<file path="config.mk">
export PLATFORM = sky130hd
export DESIGN_NAME = stage_sequencer_flat
export DESIGN_NICKNAME = d
export VERILOG_FILES = /design/src/rtl/stage_sequencer_if.sv /design/src/rtl/stage_sequencer.sv /design/src/flat_wrapper.sv
export SDC_FILE = /design/constraint.sdc
export NUM_CORES = 1
export LEC_CHECK = 0
export CAP_MARGIN = 20
export CORE_MARGIN = 5
export CORE_UTILIZATION = 30
export DETAILED_ROUTE_END_ITERATION = 6
export HOLD_SLACK_MARGIN = 0.08
export PLACE_DENSITY = 0.66
export SLEW_MARGIN = 10
export SYNTH_ARGS = -nofsm -noshare
export SYNTH_HDL_FRONTEND = slang
export SYNTH_SLANG_ARGS = --single-unit
</file>
<file path="constraint.sdc">
create_clock -name clk -period 3.8 [get_ports clk]
set_clock_uncertainty 0.05 [all_clocks]
set_input_delay 0.76 -clock clk [delete_from_list [all_inputs] [get_ports clk]]
set_output_delay 0.76 -clock clk [all_outputs]
set_load 0.01 [all_outputs]
</file>
<file path="src/rtl/stage_sequencer_if.sv">
// stage_sequencer_if: instruction- and data-memory request/acknowledge bundle
// between the stage sequencer (master) and the memory side (slave).
//
// Handshake: a request (imem_req / dmem_req) is held high until the matching
// acknowledge is seen high in the same cycle; that cycle completes the
// transfer. An acknowledge while the matching request is low means nothing.
interface stage_sequencer_if;
    logic imem_req;
    logic imem_ack;
    logic dmem_req;
    logic dmem_we;
    logic dmem_ack;

    modport master (
        output imem_req,
        output dmem_req,
        output dmem_we,
        input  imem_ack,
        input  dmem_ack
    );

    modport slave (
        input  imem_req,
        input  dmem_req,
        input  dmem_we,
        output imem_ack,
        output dmem_ack
    );
endinterface

</file>
<file path="src/rtl/stage_sequencer.sv">
// stage_sequencer: multi-cycle FETCH/DECODE/EXECUTE/MEMORY/WRITEBACK control
// FSM. Owns the architectural PC, drives the per-step strobes and runs the
// imem/dmem request/acknowledge handshakes through stage_sequencer_if.
//
// Optional feature: define SEQ_INSTRET_EN to add a 32-bit retired-instruction
// counter on output port `instret` (wraps to 0 after 32'hFFFF_FFFF).
module stage_sequencer #(
    parameter logic [31:0] RESET_PC = 32'h0000_0000
) (
    input  logic                clk,
    input  logic                reset,
    input  logic                stall,
    input  logic                is_load,
    input  logic                is_store,
    input  logic [31:0]         next_pc,
    stage_sequencer_if.master   mem_if,
    output logic [31:0]         pc,
    output logic                decode_en,
    output logic                exec_en,
    output logic                wb_en,
    output logic                retire,
    output logic                fault,
    output logic [2:0]          state
`ifdef SEQ_INSTRET_EN
    ,
    output logic [31:0]         instret
`endif
);

    typedef enum logic [2:0] {
        S_FETCH     = 3'd0,
        S_DECODE    = 3'd1,
        S_EXECUTE   = 3'd2,
        S_MEMORY    = 3'd3,
        S_WRITEBACK = 3'd4,
        S_HALT      = 3'd5
    } state_e;

    state_e      state_q, state_d;
    logic [31:0] pc_q, pc_d;
    logic [31:0] npc_q, npc_d;
    logic        req_pend_q, req_pend_d;
    logic        fault_q, fault_d;
    logic        mem_q, mem_d;
    logic        st_q, st_d;
    // High in the first cycle after EXECUTE, when next_pc is valid.
    logic        post_exec_q, post_exec_d;
    // High in the cycle right after reset; keeps requests low for that cycle.
    logic        boot_q, boot_d;

    logic        imem_req;
    logic        dmem_req;
    logic        dmem_we;
    logic [31:0] npc_eff;

`ifdef SEQ_INSTRET_EN
    logic [31:0] instret_q, instret_d;
`endif

    // Next-state, strobe and handshake logic.
    always_comb begin
        state_d     = state_q;
        pc_d        = pc_q;
        req_pend_d  = req_pend_q;
        fault_d     = fault_q;
        mem_d       = mem_q;
        st_d        = st_q;
        post_exec_d = (state_q == S_EXECUTE);
        boot_d      = 1'b0;
        imem_req    = 1'b0;
        dmem_req    = 1'b0;
        dmem_we     = 1'b0;
        decode_en   = 1'b0;
        exec_en     = 1'b0;
        wb_en       = 1'b0;
        retire      = 1'b0;

        // next_pc is only valid the cycle after EXECUTE; after that use the copy.
        npc_eff = post_exec_q ? next_pc : npc_q;
        npc_d   = npc_eff;

        case (state_q)
            S_FETCH: begin
                // A pending request ignores stall until acknowledged.
                imem_req = !boot_q && (req_pend_q || !stall);
                if (imem_req) begin
                    if (mem_if.imem_ack) begin
                        req_pend_d = 1'b0;
                        state_d    = S_DECODE;
                    end else begin
                        req_pend_d = 1'b1;
                    end
                end
            end
            S_DECODE: begin
                decode_en = 1'b1;
                state_d   = S_EXECUTE;
            end
            S_EXECUTE: begin
                exec_en = 1'b1;
                mem_d   = is_load || is_store;
                st_d    = is_store;
                state_d = (is_load || is_store) ? S_MEMORY : S_WRITEBACK;
            end
            S_MEMORY: begin
                dmem_req = 1'b1;
                dmem_we  = st_q;
                // mem_q is always set here; the guard only keeps a non-memory
                // instruction from ever waiting on dmem_ack.
                if (mem_if.dmem_ack || !mem_q) begin
                    state_d = S_WRITEBACK;
                end
            end
            S_WRITEBACK: begin
                wb_en  = !st_q;
                retire = 1'b1;
                if (npc_eff[1:0] != 2'b00) begin
                    fault_d = 1'b1;
                    state_d = S_HALT;
                end else begin
                    pc_d    = npc_eff;
                    state_d = S_FETCH;
                end
            end
            S_HALT: begin
                state_d = S_HALT;
            end
            default: begin
                state_d = S_FETCH;
            end
        endcase
    end

    // State register with synchronous active-high reset.
    always_ff @(posedge clk) begin
        if (reset) begin
            state_q     <= S_FETCH;
            pc_q        <= RESET_PC;
            npc_q       <= RESET_PC;
            req_pend_q  <= 1'b0;
            fault_q     <= 1'b0;
            mem_q       <= 1'b0;
            st_q        <= 1'b0;
            post_exec_q <= 1'b0;
            boot_q      <= 1'b1;
        end else begin
            state_q     <= state_d;
            pc_q        <= pc_d;
            npc_q       <= npc_d;
            req_pend_q  <= req_pend_d;
            fault_q     <= fault_d;
            mem_q       <= mem_d;
            st_q        <= st_d;
            post_exec_q <= post_exec_d;
            boot_q      <= boot_d;
        end
    end

`ifdef SEQ_INSTRET_EN
    // Retired-instruction count, advanced by the retire pulse.
    always_comb begin
        instret_d = instret_q;
        if (retire) begin
            instret_d = instret_q + 32'd1;
        end
    end

    // Counter register.
    always_ff @(posedge clk) begin
        if (reset) begin
            instret_q <= 32'd0;
        end else begin
            instret_q <= instret_d;
        end
    end

    assign instret = instret_q;
`endif

    assign mem_if.imem_req = imem_req;
    assign mem_if.dmem_req = dmem_req;
    assign mem_if.dmem_we  = dmem_we;
    assign pc              = pc_q;
    assign fault           = fault_q;
    assign state           = state_q;

endmodule
</file>
<file path="src/flat_wrapper.sv">
// flat-port wrapper written by rule: the top's interface ports become plain ports
module stage_sequencer_flat 
#(
    parameter logic [31:0] RESET_PC = 32'h0000_0000
)
  (clk, reset, stall, is_load, is_store, next_pc, pc, decode_en, exec_en, wb_en, retire, fault, state, mem_if_imem_req, mem_if_dmem_req, mem_if_dmem_we, mem_if_imem_ack, mem_if_dmem_ack);
  stage_sequencer_if mem_if_i ();
  input  logic clk;
  input  logic reset;
  input  logic stall;
  input  logic is_load;
  input  logic is_store;
  input  logic [31:0] next_pc;
  output logic [31:0] pc;
  output logic decode_en;
  output logic exec_en;
  output logic wb_en;
  output logic retire;
  output logic fault;
  output logic [2:0] state;
  output wire logic [$bits(mem_if_i.imem_req)-1:0] mem_if_imem_req;
  output wire logic [$bits(mem_if_i.dmem_req)-1:0] mem_if_dmem_req;
  output wire logic [$bits(mem_if_i.dmem_we)-1:0] mem_if_dmem_we;
  input wire logic [$bits(mem_if_i.imem_ack)-1:0] mem_if_imem_ack;
  input wire logic [$bits(mem_if_i.dmem_ack)-1:0] mem_if_dmem_ack;
  assign mem_if_imem_req = mem_if_i.imem_req;
  assign mem_if_dmem_req = mem_if_i.dmem_req;
  assign mem_if_dmem_we = mem_if_i.dmem_we;
  assign mem_if_i.imem_ack = mem_if_imem_ack;
  assign mem_if_i.dmem_ack = mem_if_dmem_ack;
  stage_sequencer #(.RESET_PC(RESET_PC)) u_core (.clk(clk), .reset(reset), .stall(stall), .is_load(is_load), .is_store(is_store), .next_pc(next_pc), .mem_if(mem_if_i), .pc(pc), .decode_en(decode_en), .exec_en(exec_en), .wb_en(wb_en), .retire(retire), .fault(fault), .state(state));
endmodule
</file>
==> flow_metrics.tcl <==
set metrics [dict create \
    clock.fmax_mhz 339 \
    cts_root_buffer "clkbuf_8" \
    grt-ovfl-total 0 \
    die-area_sq_um 11200 \
    yosysWarnings 0 \
    fin_crit_ns 2.95 \
    synthTopCellsByCount "dfxtp_1 (73), nor2_1 (70), mux2i_1 (32)" \
    synth_area_leaders "dfxtp_1 (53%), a211oi_2 (13%), mux2i_1 (12%)" \
    firstDrtPassIters 4 \
    combinationalPowerShare_pct 11.1 \
    max_stage_delay_ns 0.60 \
    routedWlPerCell_um 12.9 \
    cp-start-kind "input pin" \
    period_share_pct 77.6 \
    antenna_found_initial 0 \
    vias 2054 \
    synth_edf_count 0 \
    path_max_fanout 3 \
    finalWirelength_mm 5.83 \
    grt_pass1_vias 2020 \
    dp_hpwl_mm 3.94 \
    clk_path_buf_depth 2 \
    die_x_um 106 \
    switching_share_pct 23.7 \
    post-cts-setup-buffer-count 0 \
    leakage_nw 1.28 \
    drc 0 \
    syn_nets 302 \
    power_switching_mw 0.391 \
    hp-class "reg2reg" \
    fin_nets 377 \
    power_per_cell_area_nw_per_um2 431 \
    grt_setup_unrepaired "false" \
    start_util_pct 30.3 \
    syn-cell-area_sq_um 2760 \
    yosysUniqueCellTypes 30 \
    async_reset_ff_share_pct 0 \
    seqPwrFrac_pct 49.2 \
    hold_violations 0 \
    tritoncts "yes" \
    worst_pin_slew_ns 0.911 \
    ant_nets 0 \
    max-cap-violations 0 \
    area_delta_synth_final_pct 38.9 \
    cts-buffers-inserted 9 \
    synthFlopType "dfxtp_1" \
    pwr-share-clk_pct 39.7 \
    synth.top_cell.area_share_pct 53.0 \
    place.gp.congestion 0.742 \
    setup_viol 0 \
    clk_pin_slew_ns 0.07 \
    fin_tns_setup_ns 0 \
    p_total_mw 1.65 \
    via_per_inst 4.52 \
    grt_pass1_wl_mm 9.45 \
    drt_iter0_markers 70 \
    syn_avg_cell_area_sq_um 10.5 \
    cpMostUsedCell "clkdlybuf4s50_1" \
    status "complete, no violations" \
    coreArea_sq_um 9110 \
    n_antenna_cell 0 \
    power.internal_mw 1.26 \
    ios 82 \
    peakVddDrop_uv 173 \
    cts_sinks 73 \
    synth_area_leader_cell "dfxtp_1" \
    synthCells 263 \
    slew_headroom_pct 39.3 \
    worstPathCellList "clkdlybuf4s50_1 -> nor2b_1 -> nor3_1 -> clkdlybuf4s50_1" \
    synth.most_common_cell "dfxtp_1" \
    synth-seq-cells 73 \
    die_h_um 106 \
    cp.arrival_ns 2.14 \
    htreeDepth 3 \
    crit_slowest_cell "clkdlybuf4s50_1" \
    slew_viol_final 0 \
    post_cts_resized 0 \
    io_buffers 81 \
    grt_use_total_pct 10.5 \
    row_count 35 \
    grt_max_degree 69 \
    cts-hold-fix-buffers 0 \
    drive_gt1_share_pct 14.6 \
    end_kind "primary output" \
    cp.required_ns 2.99 \
    criticalPathCategory "in2out" \
    yosysSeqAreaShare_pct 53.0 \
    insertion_delay_ns 0.34 \
]
-- power by group through the flow --
stage                     logic [mW]  registers, mW  clock network (mW)
after floorplan                0.107          0.823                   0
after global placement         0.182          0.831                   0
after detailed placement       0.185          0.832                   0
after CTS                      0.186          0.815               0.684
after global routing           0.202          0.819               0.718
final                          0.183          0.814               0.656
-- layer usage --
metal / wire, um / track usage [%] / part of all wire (%) / vias to the layer above
met2: 2760 / 17.0 / 47 / 56
met3: 411 / 5.34 / 7.0 / 7
met4: 72 / 3.61 / 1.2 / 0
met5: 0 / 0 / 0 / -
met1: 2590 / 12.1 / 44 / 946
li1: - / - / - / 1045
-- worst paths after layout --
check / start / endpoint / slack [ns] / cells past startpoint
max: stall / mem_if_imem_req / 0.85 / 4
max reg2reg: u_core.post_exec_q$_SDFF_PP0_ / u_core.pc[31]$_SDFFE_PP0P_ / 1.42 / 4
min: u_core.pc[0]$_SDFFE_PP0P_ / u_core.pc[0]$_SDFFE_PP0P_ / 0.43 / 1
min reg2reg: u_core.pc[0]$_SDFFE_PP0P_ / u_core.pc[0]$_SDFFE_PP0P_ / 0.43 / 1
-- through the flow --
step           hold WS (ns)  area [sq um]  worst slack (ns)  utilization (%)  cells
5_1_grt               0.440          3830             0.763             42.1    454
3_5_place_dp          0.414          3610             0.846             39.7    438
3_3_place_gp          0.397          3610             0.867             39.7    438
2_1_floorplan         0.387          2760              1.75                -    263
6_report              0.426          3830             0.852             42.1    454
4_1_cts               0.426          3830             0.841             42.1    454
-- sequential cells by signal (all words and copies together), names as in the netlist --
signal,cells
u_core.boot_q,1
u_core.fault,1
u_core.mem_q,1
u_core.npc_q,32
u_core.pc,32
u_core.post_exec_q,1
u_core.req_pend_q,1
u_core.st_q,1
u_core.state,3
-- cell type report --
| class | instances | area, sq um |
|---|---|---|
| multi-input combinational | 166 | 1170 |
| inverter | 4 | 15.0 |
| tap | 111 | 139 |
| clock inverter | 6 | 92.6 |
| timing repair buffer | 84 | 828 |
| clock buffer | 10 | 128 |
| sequential | 73 | 1460 |
| fill | 900 | 5280 |
-- placed cells by master (no fill, tap or decap), types with 3 or more instances in the layout --
cell	netlist	routed
nor2_1	70	70
a211oi_1	3	3
mux2i_1	32	32
clkdlybuf4s50_1	0	80
buf_4	3	3
nor3b_1	4	4
a21oi_1	3	3
inv_1	4	4
nand2_1	5	5
clkbuf_8	0	9
dfxtp_1	73	72
a211oi_2	28	28
nor3_1	3	3
-- critical path, delay by kind of cell --
family                 cells  cell delay [ns]
buffers and inverters      2             0.99
and+or+nand+nor            2             0.39
-- logic make-up after synthesis --
group / count (synthesis) / share of synthesized area, %
and+or+nand+nor: 92 / 14.4
DFF: 73 / 53.0
AOI/OAI and AO/OA: 42 / 16.1
muxes: 32 / 11.6
buffers and inverters: 24 / 4.94
Note: power is estimated with default switching activity, not from simulation.
